===== src/rtl/branch_predict_unit.sv =====
// branch_predict_unit
// Direct-mapped branch target buffer with 2-bit saturating direction counters.
// Fetch-side lookup is purely combinational. The EX stage resolves the branch,
// raises flush on a wrong prediction, and trains the table on the next rising
// clock edge. A saturating counter tracks how many mispredicts have occurred.

module branch_predict_unit #(
    parameter int unsigned ENTRIES  = 16,
    parameter int unsigned IDX_W    = 4,
    parameter logic [1:0]  CNT_INIT = 2'b01
) (
    input  logic        clk,
    input  logic        rst_n,

    // Fetch-stage lookup
    input  logic [31:0] if_pc,
    output logic        pred_taken,
    output logic [31:0] pred_target,

    // EX-stage resolve and update
    input  logic        ex_valid,
    input  logic [31:0] ex_pc,
    input  logic [3:0]  ex_branch,
    input  logic [3:0]  ex_flags,
    input  logic [31:0] ex_target,
    input  logic        ex_pred_taken,
    input  logic [31:0] ex_pred_target,

    // Mispredict recovery
    output logic        flush,
    output logic [31:0] redirect_pc,
    output logic [15:0] mispred_cnt
);

    localparam int unsigned TAG_W = 30 - IDX_W;

    // Branch codes carried down the pipeline from decode.
    typedef enum logic [3:0] {
        BR_JALR = 4'b0001,
        BR_BEQ  = 4'b0010,
        BR_BLT  = 4'b0011,
        BR_BNE  = 4'b0100,
        BR_BGE  = 4'b0101,
        BR_BLTU = 4'b0110,
        BR_BGEU = 4'b0111,
        BR_JAL  = 4'b1000
    } br_code_e;

    // ALU flag positions inside ex_flags = {of, cf, sf, zf}; of is not needed.
    localparam int unsigned FLAG_ZF = 0;
    localparam int unsigned FLAG_SF = 1;
    localparam int unsigned FLAG_CF = 2;

    // ------------------------------------------------------------------
    // Table storage
    // ------------------------------------------------------------------
    logic [ENTRIES-1:0] r_valid;
    logic [ENTRIES-1:0] r_uncond;
    logic [1:0]         r_cnt    [ENTRIES];
    logic [TAG_W-1:0]   r_tag    [ENTRIES];
    logic [31:0]        r_target [ENTRIES];
    logic [15:0]        r_mispred_cnt;

    // ------------------------------------------------------------------
    // Address decomposition
    // ------------------------------------------------------------------
    logic [IDX_W-1:0] w_if_idx;
    logic [TAG_W-1:0] w_if_tag;
    logic [IDX_W-1:0] w_ex_idx;
    logic [TAG_W-1:0] w_ex_tag;

    assign w_if_idx = if_pc[IDX_W+1:2];
    assign w_if_tag = if_pc[31:IDX_W+2];
    assign w_ex_idx = ex_pc[IDX_W+1:2];
    assign w_ex_tag = ex_pc[31:IDX_W+2];

    // Byte-offset PC bits and the overflow flag play no part in prediction.
    logic w_unused_bits;
    assign w_unused_bits = ^{if_pc[1:0], ex_pc[1:0], ex_flags[3]};

    // ------------------------------------------------------------------
    // Fetch lookup
    // ------------------------------------------------------------------
    logic w_if_hit;

    // Combinational lookup; reads the table as it stood before this edge's update.
    always_comb begin
        w_if_hit    = r_valid[w_if_idx] && (r_tag[w_if_idx] == w_if_tag);
        pred_taken  = w_if_hit && (r_uncond[w_if_idx] || r_cnt[w_if_idx][1]);
        pred_target = w_if_hit ? r_target[w_if_idx] : (if_pc + 32'd4);
    end

    // ------------------------------------------------------------------
    // EX resolve
    // ------------------------------------------------------------------
    logic w_is_branch;
    logic w_is_uncond;
    logic w_taken;

    // Decode the branch code and evaluate its condition against the ALU flags.
    always_comb begin
        // NOTE: every output gets a default before the case so no path leaves
        // it unassigned; otherwise synthesis infers a latch.
        w_is_branch = 1'b0;
        w_is_uncond = 1'b0;
        w_taken     = 1'b0;
        case (ex_branch)
            BR_JAL, BR_JALR: begin
                w_is_branch = 1'b1;
                w_is_uncond = 1'b1;
                w_taken     = 1'b1;
            end
            BR_BEQ: begin
                w_is_branch = 1'b1;
                w_taken     = ex_flags[FLAG_ZF];
            end
            BR_BNE: begin
                w_is_branch = 1'b1;
                w_taken     = ~ex_flags[FLAG_ZF];
            end
            BR_BLT: begin
                w_is_branch = 1'b1;
                w_taken     = ex_flags[FLAG_SF];
            end
            BR_BGE: begin
                w_is_branch = 1'b1;
                w_taken     = ~ex_flags[FLAG_SF];
            end
            BR_BLTU: begin
                w_is_branch = 1'b1;
                w_taken     = ex_flags[FLAG_CF];
            end
            BR_BGEU: begin
                w_is_branch = 1'b1;
                w_taken     = ~ex_flags[FLAG_CF];
            end
            default: begin
                w_is_branch = 1'b0;
                w_is_uncond = 1'b0;
                w_taken     = 1'b0;
            end
        endcase
    end

    // Compare the resolved outcome with what fetch assumed and pick the fix-up PC.
    always_comb begin
        flush       = ex_valid &&
                      ((w_taken != ex_pred_taken) ||
                       (w_taken && (ex_pred_target != ex_target)));
        redirect_pc = w_taken ? ex_target : (ex_pc + 32'd4);
    end

    // ------------------------------------------------------------------
    // Table update
    // ------------------------------------------------------------------
    logic w_upd;
    logic w_ex_hit;

    assign w_upd    = ex_valid && w_is_branch;
    assign w_ex_hit = r_valid[w_ex_idx] && (r_tag[w_ex_idx] == w_ex_tag);

    // Control state: valid, direction counter and unconditional flag per entry.
    always_ff @(posedge clk or negedge rst_n) begin
        if (!rst_n) begin
            for (int i = 0; i < int'(ENTRIES); i++) begin
                // NOTE: sequential state uses non-blocking assignments so every
                // flop samples its inputs from before the edge.
                r_valid[i]  <= 1'b0;
                r_uncond[i] <= 1'b0;
                r_cnt[i]    <= CNT_INIT;
            end
        end else if (w_upd) begin
            if (w_ex_hit) begin
                // Jumps keep their counter; only conditional branches train it.
                if (!w_is_uncond) begin
                    if (w_taken && (r_cnt[w_ex_idx] != 2'b11)) begin
                        r_cnt[w_ex_idx] <= r_cnt[w_ex_idx] + 2'd1;
                    end else if (!w_taken && (r_cnt[w_ex_idx] != 2'b00)) begin
                        r_cnt[w_ex_idx] <= r_cnt[w_ex_idx] - 2'd1;
                    end
                end
            end else if (w_taken) begin
                // Allocate (or evict an alias) only for branches actually taken.
                r_valid[w_ex_idx]  <= 1'b1;
                r_uncond[w_ex_idx] <= w_is_uncond;
                r_cnt[w_ex_idx]    <= 2'b10;
            end
        end
    end

    // Payload: tag and target, written whenever a valid branch is taken.
    always_ff @(posedge clk) begin
        // NOTE: tag and target arrays are deliberately not reset; they are only
        // ever observed through a set valid bit, which reset does clear.
        if (w_upd && w_taken) begin
            r_tag[w_ex_idx]    <= w_ex_tag;
            r_target[w_ex_idx] <= ex_target;
        end
    end

    // ------------------------------------------------------------------
    // Mispredict counter
    // ------------------------------------------------------------------

    // Count every edge that sees a flush, sticking at the maximum value.
    always_ff @(posedge clk or negedge rst_n) begin
        if (!rst_n) begin
            r_mispred_cnt <= 16'h0000;
        end else if (flush && (r_mispred_cnt != 16'hFFFF)) begin
            r_mispred_cnt <= r_mispred_cnt + 16'd1;
        end
    end

    assign mispred_cnt = r_mispred_cnt;

endmodule


===== config.mk =====
export PLATFORM = sky130hd
export DESIGN_NAME = branch_predict_unit
export DESIGN_NICKNAME = d
export VERILOG_FILES = /design/src/rtl/branch_predict_unit.sv
export SDC_FILE = /design/constraint.sdc
export NUM_CORES = 1
export LEC_CHECK = 0
export CORE_MARGIN = 4
export CORE_UTILIZATION = 30
export CTS_BUF_LIST = sky130_fd_sc_hd__clkbuf_8
export DETAILED_ROUTE_END_ITERATION = 10
export PLACE_DENSITY = 0.56
export SLEW_MARGIN = 20
export SYNTH_ARGS = -nofsm -noshare
export SYNTH_HDL_FRONTEND = slang
export SYNTH_SLANG_ARGS = --single-unit
export TNS_END_PERCENT = 1

===== constraint.sdc =====
create_clock -name clk -period 7.3 [get_ports clk]
set_input_delay 1.46 -clock clk [delete_from_list [all_inputs] [get_ports clk]]
set_output_delay 1.46 -clock clk [all_outputs]
set_load 0.01 [all_outputs]

======== Yosys cells after proc, flatten, opt, wreduce, memory -nomap -nowiden ========
Memories as Yosys holds them, arrays and structs flattened.
Cells that the tools add are included.
word-level totals
  register bits ........................... 80
  bits in writable memories ............... 928
  output and inout port bits .............. 82
  memories kept ........................... 2
cells by class
  $add $sub $neg .......................... 5
  order comparisons ....................... 6
  equal/unequal tests ..................... 16
  mux-type cells .......................... 31
  bitwise logic cells ..................... 10
  reduce and logical (&&, ||, !) cells .... 21
memory list
  name      words  bits a word  rd ports  clocked after Yosys merged registers in  write ports  line  text
  r_target  16     32           1         0                                        1            61    logic [31:0] r_target [ENTRIES];
  r_tag     16     26           2         0                                        1            60    logic [TAG_W-1:0] r_tag [ENTRIES];
operator list
  cell                     count
  $mux W32                 7
  $add A32 B3 Y32 const B  2
  $bwmux W32               2
  $eq A26 B26 Y1           2
  $ne A32 B32 Y1           1
  $or A16 B16 Y16          2
  $add A16 B1 Y16 const B  1
  $and A16 B16 Y16         1
  $bmux W2 S4              2
  $bwmux W16               1
  $eq A4 B3 Y1 const B     4
  $ne A16 B16 Y1 const B   1
  $not A16 Y16             1
  $bmux W1 S4              3
  $logic_and A1 B1 Y1      12
  $ge A5 B5 Y1 const B     2
  $lt A4 B5 Y1 const B     2
  $mux W2                  5
  $not A4 Y5               2
  $demux W2 S4             1
  $eq A4 B2 Y1 const B     2
  $mux W1                  8
  $reduce_or A8 Y1         1
  $pmux W1 S7              1
  other kinds (17)         23

======== Logic depth before layout (Yosys ltp) ========
  depth in word-level cells ............... 10
  gate-level depth with buffers ........... 15
  mapped depth without buffers ............ 9

======== Least setup slack after synthesis ========
No wires, ideal clock.
  path type ............................... input port to output port
  from .................................... input port if_pc[2]
  to ...................................... output port pred_target[24]
  data arrival time ....................... 4.497 ns
  required time ........................... 5.840 ns
  setup slack ............................. 1.343 ns
  stages .................................. 12
  buffers on the path ..................... 4
  cells stage by stage .................... buf_2 > buf_1 > mux4_2 > mux4_2 > xnor2_1 > nand4_1 > nor4_1 > nand4_1 > clkbuf_1 > clkbuf_1 > nor2_1 > a21oi_1
on the way
  longest elaborated chain between the ends .. 4
  elaborated cells between the ends (all ways) .. 8
RTL lines
  item                                                   line  text
  start, declared                                        16    input logic [31:0] if_pc,
  $mem_v2 Z16 W26 / $bmux W1 S4 (equally long branches)  --
  $eq A26 B26 Y1 / $mux W1 (equally long branches)       88    w_if_hit = r_valid[w_if_idx] && (r_tag[w_if_idx] == w_if_tag);
  $logic_and A1 B1 Y1                                    88
  $mux W32 (*)                                           90    pred_target = w_if_hit ? r_target[w_if_idx] : (if_pc + 32'd4);
  end, declared                                          18    output logic [31:0] pred_target,
Mark *: on every way between the ends. The rest lies on a longest branch, timed or not. The select of a mux whose other input is x is not followed.

======== Worst setup path in the final report ========
  from .................................... input port ex_pc[6]
  to ...................................... output port redirect_pc[31]
on the way
  longest elaborated chain between the ends .. 2
RTL lines
  item             line  text
  start, declared  22    input logic [31:0] ex_pc,
  $add A32 B3 Y32  150   redirect_pc = w_taken ? ex_target : (ex_pc + 32'd4);
  $mux W32         150
  end, declared    31    output logic [31:0] redirect_pc,
No other way between the ends.

==> results.json <==
{
  "status": "finished, final reports clean",
  "holdCritStartpoint": "r_valid[6]",
  "fmax_mhz": 139,
  "synth_compound_area_share_pct": 3.69,
  "required_ns": 5.84,
  "tightestPinTransition_ns": 1.14,
  "globalplace.congestion": 0.835,
  "yosys.area_share.adder_pct": 0.220,
  "synth_cells": 2442,
  "htree_num_levels": 4,
  "fin_skew_ns": 0.0475,
  "use_met3_pct": 4.15,
  "start_util_pct": 30.3,
  "clock_path_buffers": 3,
  "synth_top_area_share_pct": 61.2,
  "avgViaCountPerCell": 5.33,
  "finalSetupViolCount": 0,
  "top_usage_layer": "met2",
  "synth_edf_count": 928,
  "synth.distinct_cells": 65,
  "numCtsBuffers": 166,
  "synth_largest_area_cell": "edfxtp_1",
  "first_global_vias": 26825,
  "cts_tree": "done",
  "netlist_area_um2": 45500,
  "synth_xor_area_share_pct": 3.02,
  "synth_top_family_by_area": "multiplexers",
  "rr_startpoint": "r_tag[14][0]",
  "path_class": "in2out",
  "drc": 0,
  "final_common_cell": "edfxtp_1",
  "relSlewSlack_pct": 23.6,
  "layout_common_cells": "928 x edfxtp_1, 385 x mux4_2, 211 x clkdlybuf4s50_1, 169 x clkbuf_8, 126 x buf_4",
  "drt_wl_total_um": 149000,
  "finalMaxSlewViolations": 0,
  "postCtsSetupBuffers": 0,
  "syn2layout_area_growth_pct": 19.0,
  "synth.area.mux_share_pct": 21.4,
  "cp_top_family": "simple AND/OR/NAND/NOR gates",
  "ctsHoldBuffers": 0,
  "tns_ns": 0,
  "clk_latency_ns": 0.85,
  "port_buffers": 220,
  "cp_cell_sequence": "clkdlybuf4s50_1 > nand4_1 > nor3_1 > buf_4 > nand3_1 > nor2_1 > nand4_1 > nor2_1 > nand3_1 > xor2_1 > o21ai_0 > clkdlybuf4s50_1",
  "core_area_um2": 150000,
  "pin_count": 222,
  "seq_area_frac_synth_pct": 65.7,
  "hold_path_class": "reg2reg",
  "dieArea_um2": 158000,
  "slowest_stage": "clkdlybuf4s50_1",
  "fin_crit_sh_pct": 98.8,
  "layout.nets": 2968,
  "p_total_uw": 12500,
  "synthTopCellsByArea": "edfxtp_1 61%, mux4_2 19%, dfrtp_1 3.5%, mux2i_1 1.6%, xnor2_1 1.6%",
  "grt_overflow": 0,
  "critPathMaxStageDelay_ns": 0.63,
  "synthArstFlopShare_pct": 7.94,
  "clk_pin_slew_ns": 0.06,
  "grt_usage_pct": 18.6,
  "dr.first_iter.drc_count": 3031,
  "final_hold_viol_count": 0,
  "drtAntennaViolNets": 0,
  "wl_per_cell_um": 29.9,
  "startpoint_type": "input port",
  "grt_max_degree": 113,
  "synth-simple-area-share_pct": 4.12,
  "firstDrtPassIters": 5,
  "cp-end-kind": "output port",
  "syn_nets": 2590,
  "critPathMaxFanout": 4,
  "cts_resized": 0,
  "leakage_uw": 0.0175,
  "drive_above_1_share_pct": 28.2,
  "antenna_found_initial": 24,
  "cts_root_buf": "clkbuf_8",
  "ys_warn_count": 0,
  "ys_dominant_reg_cell": "edfxtp_1",
  "globalRouteMet1Util_pct": 26.2,
  "die_w_um": 397,
  "die_h_um": 397,
  "rsz0062_at_grt": "false",
  "dpl.hpwl_um": 94400,
  "fin_cells": 4981,
  "cap_violations": 0,
  "use_met2_pct": 29.2,
  "grt_pass1_wl_um": 208000,
  "cts.sinks": 1008,
  "finalCriticalPeriod_ns": 7.22,
  "rows": 142,
  "peakVddDrop_v": 0.000152,
  "vias": 26559,
  "synth_seq_cells": 1008,
  "crit_buf_inv": 3,
  "setup.worst_path.start": "ex_pc[6]",
  "power_density_nw_per_um2": 230,
  "dp_cells": 4668,
  "avgSynthCellArea_um2": 18.6,
  "cp.arrival_ns": 5.76
}
per-layer routing:
metal	vias up	wire length, um
met3	196	12400
met2	1210	69400
met4	8	3040
met5	-	55
met1	14220	64200
li1	10925	-
cell families after synthesis:
logic type | count (synthesis)
flip-flops | 1008
AND/OR/NAND/NOR | 383
buffers and inverters | 183
AO/OA/AOI/OAI | 222
multiplexers | 481
adder cells (fa/ha/maj) | 8
XOR/XNOR | 157
power breakdown:
part | switching [uW] | internal, uW | leakage, uW
Sequential | 54.1 | 6390 | 0.00937
Combinational | 724 | 568 | 0.00637
Clock | 2340 | 2390 | 0.00177
Total | 3120 | 9340 | 0.0175
worst paths after layout:
kind,end,slack [ns],cells past startpoint
setup / recovery,redirect_pc[31],0.08,12
hold / removal,r_valid[6],0.47,1
hold reg to reg,r_valid[6],0.47,1
min in group asynchronous,mispred_cnt[13],0.49,1
max in group asynchronous,r_valid[14],5.67,2
setup reg to reg,r_cnt[20],3.55,11
sequential cells by signal, indices dropped and copies added, names as in the netlist:
name         count
mispred_cnt     16
r_tag          416
r_uncond        16
r_valid         16
r_cnt           32
r_target       512
area by class of cell:
| cell class | count | area, um^2 |
|---|---|---|
| inverter | 27 | 101 |
| sequential | 1008 | 29900 |
| tap | 2016 | 2520 |
| fill | 14166 | 96200 |
| multi-input combinational | 1251 | 14900 |
| antenna | 10 | 25.0 |
| timing repair buffer | 366 | 3600 |
| clock inverter | 134 | 776 |
| clock buffer | 169 | 2330 |
Yosys cell counts (17+ instances only):
library cell,instances
xor2_1,76
nand2_1,100
and2_1,28
nor3_1,21
mux2_2,21
a21o_1,17
nor2_1,99
o21ai_0,35
mux2i_1,71
and3_1,19
dfrtp_1,64
a21oi_1,37
nand3_1,33
nand4_1,35
clkbuf_1,71
a22oi_1,21
buf_1,26
edfxtp_1,928
buf_2,39
a221o_1,17
mux4_2,385
xnor2_1,81
inv_1,26
through the flow:
step | hold slack, ns | util [%] | area [um^2] | setup WS, ns
floorplan | 0.436 | - | 45500 | 1.34
global placement | 0.458 | 33.9 | 51000 | 0.297
detailed placement | 0.463 | 33.9 | 51000 | 0.269
CTS | 0.420 | 36.0 | 54100 | 0.254
global route | 0.452 | 36.0 | 54100 | 0.0679
finish | 0.475 | 36.0 | 54100 | 0.0840
worst reg2reg max path, cell delays in order (launching register included):
cell and delay (ns):
edfxtp_1 0.39, mux4_2 0.47, mux2i_1 0.22, xor2_1 0.50, nand3_1 0.14, nor4_1 0.43
a21oi_1 0.11, buf_4 0.24, nor3_4 0.43, a311oi_4 0.18, buf_12 0.22, a221o_1 0.36
(Power assumes the default switching activity.)
